## src/rtl/bus_arbiter.sv

```systemverilog
// Round-robin bus arbiter and transaction sequencer for the snooping coherence bus.
// Latency: grant 1 cycle after request in IDLE; bus_start is combinational in GRANT.
// Backpressure: holds GRANT until bus_ready; optional watchdog (BUS_ARBITER_WATCHDOG_EN).
module bus_arbiter #(
    parameter int NUM_CPUS         = 4,
    parameter int BLOCK_SIZE_WORDS = 2,
    parameter int WATCHDOG_CYCLES  = 25,
    localparam int ID_W = $clog2(NUM_CPUS),
    localparam int BW   = (BLOCK_SIZE_WORDS > 1) ? $clog2(BLOCK_SIZE_WORDS) : 1
) (
    input  logic                CLK,
    input  logic                RST,
    input  logic [NUM_CPUS-1:0] req,
    output logic [NUM_CPUS-1:0] grant,
    output logic [ID_W-1:0]     grant_id,
    output logic                busy,
    input  logic                bus_ready,
    output logic                bus_start,
    input  logic                beat_valid,
    output logic [BW-1:0]       beat_idx,
    input  logic                bus_done,
    output logic                timeout
);

    localparam logic [1:0] S_IDLE  = 2'd0;
    localparam logic [1:0] S_GRANT = 2'd1;
    localparam logic [1:0] S_XFER  = 2'd2;

    logic [1:0]          state_q, state_d;
    logic [NUM_CPUS-1:0] grant_q, grant_d;
    logic [ID_W-1:0]     grant_id_q, grant_id_d;
    logic [ID_W-1:0]     last_winner_q, last_winner_d;
    logic                busy_q, busy_d;
    logic [BW-1:0]       beat_idx_q, beat_idx_d;
    logic                timeout_q, timeout_d;

    logic                arb_found;
    logic [ID_W-1:0]     arb_winner;
    logic                wd_expire;

`ifdef BUS_ARBITER_WATCHDOG_EN
    localparam int WD_W = $clog2(WATCHDOG_CYCLES + 1);
    logic [WD_W-1:0] wd_cnt_q, wd_cnt_d;

    // Counter sits at zero while idle so the first GRANT cycle sees 0; the
    // release decision is taken one cycle early so the grant drops exactly
    // WATCHDOG_CYCLES cycles after grant entry.
    always_comb begin
        wd_cnt_d = (state_q == S_IDLE) ? '0 : wd_cnt_q + 1'b1;
    end
    assign wd_expire = (state_q != S_IDLE) && (wd_cnt_q >= WD_W'(WATCHDOG_CYCLES - 1));

    // Watchdog counter register
    always_ff @(posedge CLK) begin
        if (RST) wd_cnt_q <= '0;
        else     wd_cnt_q <= wd_cnt_d;
    end
`else
    assign wd_expire = 1'b0;
`endif

    // Round-robin pick: first requester scanning upward from last_winner+1
    always_comb begin
        int              c;
        logic [ID_W-1:0] c_id;
        arb_found  = 1'b0;
        arb_winner = '0;
        c          = 0;
        c_id       = '0;
        for (int k = 1; k <= NUM_CPUS; k++) begin
            c = int'(last_winner_q) + k;
            if (c >= NUM_CPUS) c = c - NUM_CPUS;
            c_id = ID_W'(c);
            if (!arb_found && req[c_id]) begin
                arb_found  = 1'b1;
                arb_winner = c_id;
            end
        end
    end

    // Transaction sequencing: IDLE -> GRANT -> XFER -> IDLE
    always_comb begin
        state_d       = state_q;
        grant_d       = grant_q;
        grant_id_d    = grant_id_q;
        busy_d        = busy_q;
        beat_idx_d    = beat_idx_q;
        last_winner_d = last_winner_q;
        timeout_d     = 1'b0;
        case (state_q)
            S_IDLE: begin
                if (arb_found) begin
                    state_d    = S_GRANT;
                    grant_d    = NUM_CPUS'(1) << arb_winner;
                    grant_id_d = arb_winner;
                    busy_d     = 1'b1;
                end
            end
            S_GRANT: begin
                // A ready controller wins over a same-cycle withdrawal.
                if (bus_ready) begin
                    state_d    = S_XFER;
                    beat_idx_d = '0;
                end else if (!req[grant_id_q]) begin
                    // Withdrawal keeps priority where it was.
                    state_d = S_IDLE;
                    grant_d = '0;
                    busy_d  = 1'b0;
                end else if (wd_expire) begin
                    state_d       = S_IDLE;
                    grant_d       = '0;
                    busy_d        = 1'b0;
                    timeout_d     = 1'b1;
                    last_winner_d = grant_id_q;
                end
            end
            S_XFER: begin
                if (bus_done || wd_expire) begin
                    // bus_done beats a coincident expiry; a coincident beat is dropped.
                    state_d       = S_IDLE;
                    grant_d       = '0;
                    busy_d        = 1'b0;
                    beat_idx_d    = '0;
                    last_winner_d = grant_id_q;
                    timeout_d     = !bus_done;
                end else if (beat_valid) begin
                    beat_idx_d = (beat_idx_q == BW'(BLOCK_SIZE_WORDS - 1)) ? '0 : beat_idx_q + 1'b1;
                end
            end
            default: begin
                state_d = S_IDLE;
                grant_d = '0;
                busy_d  = 1'b0;
            end
        endcase
    end

    // State registers; reset puts last_winner at the top so cache 0 wins first
    always_ff @(posedge CLK) begin
        if (RST) begin
            state_q       <= S_IDLE;
            grant_q       <= '0;
            grant_id_q    <= '0;
            busy_q        <= 1'b0;
            beat_idx_q    <= '0;
            last_winner_q <= ID_W'(NUM_CPUS - 1);
            timeout_q     <= 1'b0;
        end else begin
            state_q       <= state_d;
            grant_q       <= grant_d;
            grant_id_q    <= grant_id_d;
            busy_q        <= busy_d;
            beat_idx_q    <= beat_idx_d;
            last_winner_q <= last_winner_d;
            timeout_q     <= timeout_d;
        end
    end

    // Launch pulse is combinational; suppressed while reset aborts the grant.
    assign bus_start = (state_q == S_GRANT) && bus_ready && !RST;
    assign grant     = grant_q;
    assign grant_id  = grant_id_q;
    assign busy      = busy_q;
    assign beat_idx  = beat_idx_q;
    assign timeout   = timeout_q;

endmodule
```

## config.mk

```make
export PLATFORM = sky130hd
export DESIGN_NAME = bus_arbiter
export DESIGN_NICKNAME = d
export VERILOG_FILES = /design/src/rtl/bus_arbiter.sv
export SDC_FILE = /design/constraint.sdc
export NUM_CORES = 1
export LEC_CHECK = 0
export CORE_UTILIZATION = 45
export CTS_CLUSTER_SIZE = 12
export DETAILED_ROUTE_END_ITERATION = 12
export MAX_ROUTING_LAYER = met4
export PLACE_DENSITY = 0.76
export SLEW_MARGIN = 15
export SYNTH_ARGS = -nofsm -noshare
export SYNTH_HDL_FRONTEND = slang
export SYNTH_SLANG_ARGS = --single-unit
```

## constraint.sdc

```tcl
create_clock -name CLK -period 2.1 [get_ports CLK]
set_clock_uncertainty 0.1 [all_clocks]
set_input_delay 0.63 -clock CLK [delete_from_list [all_inputs] [get_ports CLK]]
set_output_delay 0.63 -clock CLK [all_outputs]
set_load 0.005 [all_outputs]
```

Word-level counts from Yosys, hierarchy flattened
Index checks and enable logic that the tools add are counted.
{ "word_totals": {"ff_bits": 13, "input_bits": 9, "word_cells": 97} }
{ "op_classes": {"n_addsub": 9, "magnitude_cmp": 9, "eq_ne": 9, "n_shift": 1, "muxes": 42, "bitwise": 2, "n_reduce_logical": 18} }
{ "ops": {"columns": ["op", "count"], "rows": [
  ["2-to-1 mux 2 bit", 12],
  ["2-to-1 mux 1 bit", 17],
  ["2-to-1 mux 4 bit", 4],
  ["< comparator 2 x 3 -> 1 bit (second input constant)", 5],
  ["one-hot mux 4 bit (3 select lines)", 1],
  ["binary-select mux 1 bit (select 2 bit)", 5],
  ["!= test 2 bit (second input constant)", 5],
  ["greater-or-equal comparator 3 bit (second input constant)", 3],
  ["subtractor 2 x 1 -> 2 bit (second input constant)", 4],
  ["adder 2 x 2 -> 3 bit (second input constant)", 2],
  ["!= test 3 bit (second input constant)", 2],
  ["one-hot mux 2 bit (3 select lines)", 1],
  ["AND reduction 3 bit", 2],
  ["logical AND 1 bit", 5],
  ["zero test 1 bit", 5],
  ["adder 2 x 3 -> 4 bit (second input constant)", 1],
  ["greater-or-equal comparator 4 x 3 -> 1 bit (second input constant)", 1],
  ["AND reduction 2 bit", 2],
  ["AND reduction 4 bit", 1],
  ["<< shifter 1 x 2 -> 4 bit (first input constant)", 1],
  ["adder 2 x 1 -> 3 bit (second input constant)", 1],
  ["one-hot mux 1 bit (3 select lines)", 1],
  ["OR reduction 3 bit", 1],
  ["== test 2 x 1 -> 1 bit (second input constant)", 1],
  ["6 further kinds", 7]
]} }

Longest topological paths before layout
Gate-level depths: netlist (run 1).
{ "depth": {"word_depth": 18, "mapped_depth": 4} }

Worst setup path after synthesis (run 1)
No wires, ideal clock.
{ "synth_path": {"path_type": "input to output", "startpoint": "in RST", "endpoint": "out bus_start", "t_arrival_ns": 1.025, "slack_ns": 0.345, "path_stages": 2, "path_cell_list": "clkbuf_1 > nor3b_1"} }
{ "synth_between": {"elab_chain_cells": 2} }
{ "synth_rtl": {"columns": ["item", "line_no", "rtl"], "rows": [
  ["start, declared", "12", "input logic RST,"],
  ["zero test 1 bit", "160", "assign bus_start = (state_q == S_GRANT) && bus_ready && !RST;"],
  ["logical AND 1 bit", "160", null],
  ["end, declared", "18", "output logic bus_start,"]
]} }
No other way between the ends.

Worst setup path after layout (run 1)
{ "layout_path": {"startpoint": "in req[2]", "endpoint": "reg grant_q[1] (netlist: grant[1])"} }
{ "layout_between": {"elab_chain_cells": 15} }
{ "layout_rtl": {"columns": ["item", "line_no", "rtl"], "rows": [
  ["start, declared", "13", "input logic [NUM_CPUS-1:0] req,"],
  ["binary-select mux 1 bit (select 2 bit)", "74", "if (!arb_found && req[c_id]) begin"],
  ["2-to-1 mux 1 bit (not written as such)", "74", null],
  ["2-to-1 mux 1 bit", "74", null],
  ["zero test 1 bit", "74", null],
  ["logical AND 1 bit", "74", null],
  ["2-to-1 mux 1 bit", "74", null],
  ["zero test 1 bit", "74", null],
  ["logical AND 1 bit", "74", null],
  ["2-to-1 mux 1 bit", "74", null],
  ["zero test 1 bit", "74", null],
  ["logical AND 1 bit", "74", null],
  ["2-to-1 mux 2 bit", "74", null],
  ["<< shifter 1 x 2 -> 4 bit", "94", "grant_d = NUM_CPUS'(1) << arb_winner;"],
  ["2-to-1 mux 4 bit", "92", "if (arb_found) begin"],
  ["one-hot mux 4 bit (3 select lines)", "90", "case (state_q)"],
  ["end signal, assigned", "150", "grant_q <= grant_d;"],
  ["end, declared", "30", "logic [NUM_CPUS-1:0] grant_q, grant_d;"]
]} }
Several ways; a longest one is shown, not always the timed one. The select of a mux whose other input is x is not followed.
A chain may end at the register's enable or synchronous reset.

==> impl_metrics.yaml, run 1 <==
placement:
  dpl.hpwl_mm: 1.23
  io_buffers: 18
  post_dp_cell_area_um2: 973
  gp_congestion: 0.830
sta:
  fin_crit_ns: 2.04
  rsz0062_at_grt: "false"
  setup_violations: 0
  post-route-period-util_pct: 96.9
  fin_setup_tns_ns: 0
  slew_violations: 0
  final-hold-violation-count: 0
  fmax_mhz: 491
detailed_routing:
  drc: 0
  drt_iter0_markers: 7
  vias_per_cell: 5.66
  vias: 707
  firstDrtPassIters: 4
  wl_per_cell_um: 13.0
  finalWirelength_mm: 1.62
  postRouteAntennaNets: 0
grt:
  top_usage_layer: "met2"
  globalRouteMet1Util_pct: 30.2
  antenna_found_initial: 0
  use_met2_pct: 36.9
  first_global_vias: 635
  grt_remaining_overflow: 0
  grt_start_max_net_pins: 15
  met3_usage_pct: 5.56
  grt_usage_pct: 24.4
  grt_first_pass_wirelength_mm: 2.56
worst_setup_path:
  cp_slowest_cell: "clkdlybuf4s50_1"
  max_stage_delay_ns: 0.48
  startpoint: "req[2]"
  cp-end-kind: "register"
  rr_startpoint: "state_q[1]$_SDFFE_PP0P_"
  critPathRequiredTime_ns: 2.17
  critPathLaunchType: "primary input"
  worstPathCellList: "clkdlybuf4s50_1, nor4_1, buf_4, a221o_1, o21ba_2, a22o_1"
  path_class: "in -> reg"
  ff2ff_setup_slack_ns: 0.50
  cp_data_arrival_time_ns: 2.11
  path_max_fanout: 3
  reg2reg_depth: 4
  reg2reg_to: "grant[1]$_SDFFE_PP0P_"
power_and_ir_drop:
  comb_power_share_pct: 28.8
  power.leakage_nw: 0.417
  p_seq_share_pct: 46.1
  ir_worst_vdd_v: 0.000331
  p_per_area_nw_per_um2: 609
  power.total_mw: 0.612
  p_sw_share_pct: 27.7
  power.switching_mw: 0.169
  pwr-share-clk_pct: 25.1
  internal_power_mw: 0.443
die:
  die_h_um: 40.5
  die_w_um: 40.5
  rows: 13
  io_pins: 19
  core_um2: 1330
  initial_utilization_pct: 49.9
  die_area_um2: 1640
hold_path:
  whs_path_depth: 1
  min-delay-start: "busy$_SDFFE_PP0P_"
  holdPathEnd: "busy$_SDFFE_PP0P_"
  hp-class: "reg -> reg"
layout:
  diodes: 0
  final_nets: 120
  fillers: 108
  area_growth_pct: 50.9
  finalInstanceArea_um2: 1000
  fin_util_pct: 75.3
  drive_gt1_share_pct: 25.5
logic_synthesis:
  synth_fp_nets: 83
  synth_cell_types: 35
  yosys.area.top_type_share_pct: 39.1
  syn_area_um2: 666
  yosys_warnings: 0
  synth_edf_count: 0
  synth_ff_type: "dfxtp_1"
  synthTopCellsByArea: "dfxtp_1 39%, a21oi_1 5.3%, mux2i_1 4.5%"
  yosysTopAreaCell: "dfxtp_1"
  synth_cells: 74
  synthArstFlopShare_pct: 0
  ys_seq_area_share_pct: 39.1
  ys_seq_elements: 13
  avgSynthCellArea_um2: 9.00
clock_tree:
  ctsRootBufferMaster: "clkbuf_4"
  cts.htree.levels: 1
  cts_buffer_depth: 2
  clock-sinks: 13
  clock_latency_ns: 0.27
  cts-hold-fix-buffers: 0
  cts_made_buffers: 3
  clkTransAtPathRegs_ns: 0.08
  cts_tree: "built"
run_status:
  run_status: "finished, final reports clean"
job:
  max_cap_viol_count: 0
==> power by group through the flow <==
stage	Sequential (mW)	Combinational, mW	Clock (mW)
2_1_floorplan	0.289	0.0779	0
3_3_place_gp	0.287	0.172	0
3_5_place_dp	0.288	0.173	0
4_1_cts	0.282	0.174	0.161
5_1_grt	0.285	0.193	0.171
6_report	0.282	0.176	0.154
==> through the flow <==
stage,std cells,setup WS (ns),hold slack [ns]
after CTS,125,0.0813,0.381
after global routing,125,0.0131,0.389
after detailed placement,121,-0.531,0.347
final,125,0.0649,0.373
after global placement,121,-0.491,0.354
after floorplan,74,0.345,0.356
==> synthesized netlist by cell type, drive strengths merged, types with 2 or more instances <==
| master | n |
|---|---|
| a21oi | 7 |
| a22o | 2 |
| dfxtp | 13 |
| mux2i | 3 |
| nand2 | 6 |
| nand2b | 3 |
| nand3b | 3 |
| nor2 | 6 |
| nor2b | 3 |
| nor3 | 2 |
| nor3b | 2 |
| o21ai | 2 |
| o21bai | 2 |
| o32ai | 2 |
==> timing repair <==
item	4_1_cts	5_1_grt
pin swaps	0	0
gates resized for setup	7	1
cloned	0	0
buffers inserted	0	0
endpoints found under the setup margin	1	1
==> metal layers <==
metal / part of all wire, % / up-vias / wire length, um
met5: 0 / - / 0
met4: 1.2 / 0 / 19
met3: 4.4 / 4 / 71
met2: 46 / 24 / 753
met1: 48 / 324 / 777
li1: - / 355 / -
==> sequential cells by signal, summed over array words and instances, names as in the netlist <==
| name | count |
|---|---|
| beat_idx | 1 |
| busy | 1 |
| grant | 4 |
| grant_id | 2 |
| last_winner_q | 2 |
| state_q | 2 |
| timeout | 1 |
==> cell type report <==
cell class / instances / area, um2 / share of cell area (%)
inverter: 1 / 3.75 / 0.374
clock buffer: 4 / 26.3 / 2.62
timing repair buffer: 33 / 285 / 28.4
multi-input combinational: 59 / 410 / 40.8
tap: 15 / 18.8 / 1.87
sequential: 13 / 260 / 25.9
==> kinds of logic (layout without fill, tap and decap cells) <==
logic type / Yosys count / after routing / share of synthesized area (%)
other: 1 / 1 / 0.563
AO/OA/AOI/OAI: 24 / 24 / 27.1
flip-flops: 13 / 13 / 39.1
AND/OR/NAND/NOR: 31 / 31 / 27.6
buffers and inverters: 2 / 38 / 1.13
multiplexers: 3 / 3 / 4.51
==> worst max-delay path by stage <==
stage	cells past startpoint	slack, ns	end
2_1_floorplan	2	0.35	bus_start
3_3_place_gp	4	-0.49	bus_start
3_5_place_dp	4	-0.53	bus_start
4_1_cts	6	0.08	grant[1]$_SDFFE_PP0P_
5_1_grt	6	0.01	grant[1]$_SDFFE_PP0P_
6_report	6	0.06	grant[1]$_SDFFE_PP0P_
==> worst max-delay path: cells and delay by family <==
kind	cells	cell delay (ns)
simple gates	1	0.06
compound gates	3	0.80
buf+inv	2	0.62
==> layout by cell type (no fill, tap or decap), drive strengths merged, types with 2 or more instances in the layout <==
| cell | instances |
|---|---|
| dfxtp | 13 |
| o21ai | 2 |
| nor2 | 6 |
| o32ai | 2 |
| nand2 | 6 |
| clkbuf | 4 |
| o21bai | 2 |
| a22o | 2 |
| nor3 | 2 |
| nand3b | 3 |
| dlygate4sd2 | 2 |
| nor2b | 3 |
| clkdlybuf4s50 | 15 |
| a21oi | 7 |
| nor3b | 2 |
| mux2i | 3 |
| nand2b | 3 |
| buf | 16 |
(Power assumes the default switching activity.)
==> run 2: changes to the inputs <==
Settings changed: CTS_CLUSTER_SIZE 12 to unset, GPL_TIMING_DRIVEN set to 0, SLEW_MARGIN 15 to unset.
==> run 2 against run 1 <==
Effect of this change: die area is the same; largest cell class unchanged; register-to-register slack is essentially flat; setup slack lost 0.022 ns; via count shrank 6.2%; critical path type unchanged; highest routed layer unchanged.
==> impl_metrics.yaml, run 2 (same netlist as run 1, synthesis figures left out) <==
layout:
  fillers: 118
  drive_gt1_share_pct: 15.5
  final_nets: 107
  final_cell_mix: "14 x clkdlybuf4s50_1, 13 x dfxtp_1, 7 x a21oi_1, 6 x nor2_1, 6 x nand2_1"
  fin_util_pct: 68.4
  diodes: 0
  finalInstanceArea_um2: 912
  largest_reg_flops: 4
  instances_no_fill: 112
  final_common_cell: "clkdlybuf4s50_1"
  area_growth_pct: 37.0
power_and_ir_drop:
  p_sw_share_pct: 28.2
  power.switching_mw: 0.166
  power.leakage_nw: 0.361
  ir_worst_vdd_v: 0.000417
  power.total_mw: 0.589
  p_seq_share_pct: 48.3
  internal_power_mw: 0.423
  p_per_area_nw_per_um2: 645
  pwr-share-clk_pct: 26.5
  comb_power_share_pct: 25.2
detailed_routing:
  drc: 0
  postRouteAntennaNets: 0
  vias: 663
  finalWirelength_mm: 1.55
  wl_per_cell_um: 13.8
  firstDrtPassIters: 6
  drt_iter0_markers: 12
  vias_per_cell: 5.92
grt:
  grt_usage_pct: 22.7
  grt_remaining_overflow: 0
  grt_start_max_net_pins: 10
  antenna_found_initial: 0
  first_global_vias: 566
  grt_first_pass_wirelength_mm: 2.33
worst_setup_path:
  cp-end-kind: "register"
  critPathRequiredTime_ns: 2.17
  cp_data_arrival_time_ns: 2.13
  path_class: "in -> reg"
  path_max_fanout: 6
  critPathLaunchType: "primary input"
  ff2ff_setup_slack_ns: 0.51
die:
  initial_utilization_pct: 49.9
  io_pins: 19
  die_w_um: 40.5
  core_um2: 1330
  die_h_um: 40.5
  die_area_um2: 1640
  rows: 13
clock_tree:
  cts.htree.levels: 1
  cts-hold-fix-buffers: 0
  cts_buffer_depth: 2
  cts_tree: "built"
  ctsRootBufferMaster: "clkbuf_4"
  clkTransAtPathRegs_ns: 0.08
  clock-sinks: 13
  clock_latency_ns: 0.27
  cts_made_buffers: 3
placement:
  post_dp_cell_area_um2: 865
  gp_congestion: 0.797
  dp.cells: 107
  dpl.hpwl_mm: 1.13
  io_buffers: 18
hold_path:
  hp-class: "reg -> reg"
sta:
  setup_violations: 0
  fin_hold_ws_ns: 0.375
  final-hold-violation-count: 0
  fmax_mhz: 486
  rsz0062_at_grt: "false"
  slew_violations: 0
  post-route-period-util_pct: 98.0
  fin_crit_ns: 2.06
job:
  max_cap_viol_count: 0
run_status:
  run_status: "finished, final reports clean"
run 2: stage by stage:
step	setup TNS (ns)	setup WS, ns
finish	0	0.0425
global route	0	0.0107
CTS	0	0.0481
detailed placement	-1.83	-0.741
global placement	-1.96	-0.740
floorplan	0	0.345
run 2: metal layers:
layer  GRT usage (%)  vias to the layer above  wire length (um)
li1                -                      322                 -
met1            27.0                      312               720
met2            33.7                       27               722
met3            6.67                        2                92
met4            12.5                        0                11
met5               -                        -                 0
run 2: final cells by class:
type	count	area, um2	share of cell area (%)
plain buffers	1	13.8	1.51
clock buffers	4	26.3	2.88
inverters	1	3.75	0.412
multi-input cells	59	404	44.3
flip-flops and latches	13	260	28.5
well taps	15	18.8	2.06
repair buffers	19	185	20.3
run 2: timing repair:
action	CTS	global route
setup buffers	1	0
setup endpoints to repair	1	3
cloned	0	0
resized for setup	11	2
run 2: power by group through the flow:
stage	combinational, mW	sequential (mW)	clock (mW)
2_1_floorplan	0.0779	0.289	0
3_3_place_gp	0.143	0.290	0
3_5_place_dp	0.144	0.290	0
4_1_cts	0.147	0.285	0.162
5_1_grt	0.161	0.288	0.169
6_report	0.148	0.284	0.156
run 2: final timing paths:
path	cells after the start	end	from
worst max register to register	4	grant[0]$_SDFFE_PP0P_	state_q[1]$_SDFFE_PP0P_
worst min-delay path	1	busy$_SDFFE_PP0P_	busy$_SDFFE_PP0P_
worst min register to register	1	busy$_SDFFE_PP0P_	busy$_SDFFE_PP0P_
worst max-delay path	5	grant[0]$_SDFFE_PP0P_	req[0]
run 2: worst max-delay path, stage by stage:
cell             delay [ns]
clkdlybuf4s50_1        0.59
nor4_2                 0.09
a221o_1                0.35
o21ba_2                0.23
a22o_1                 0.23
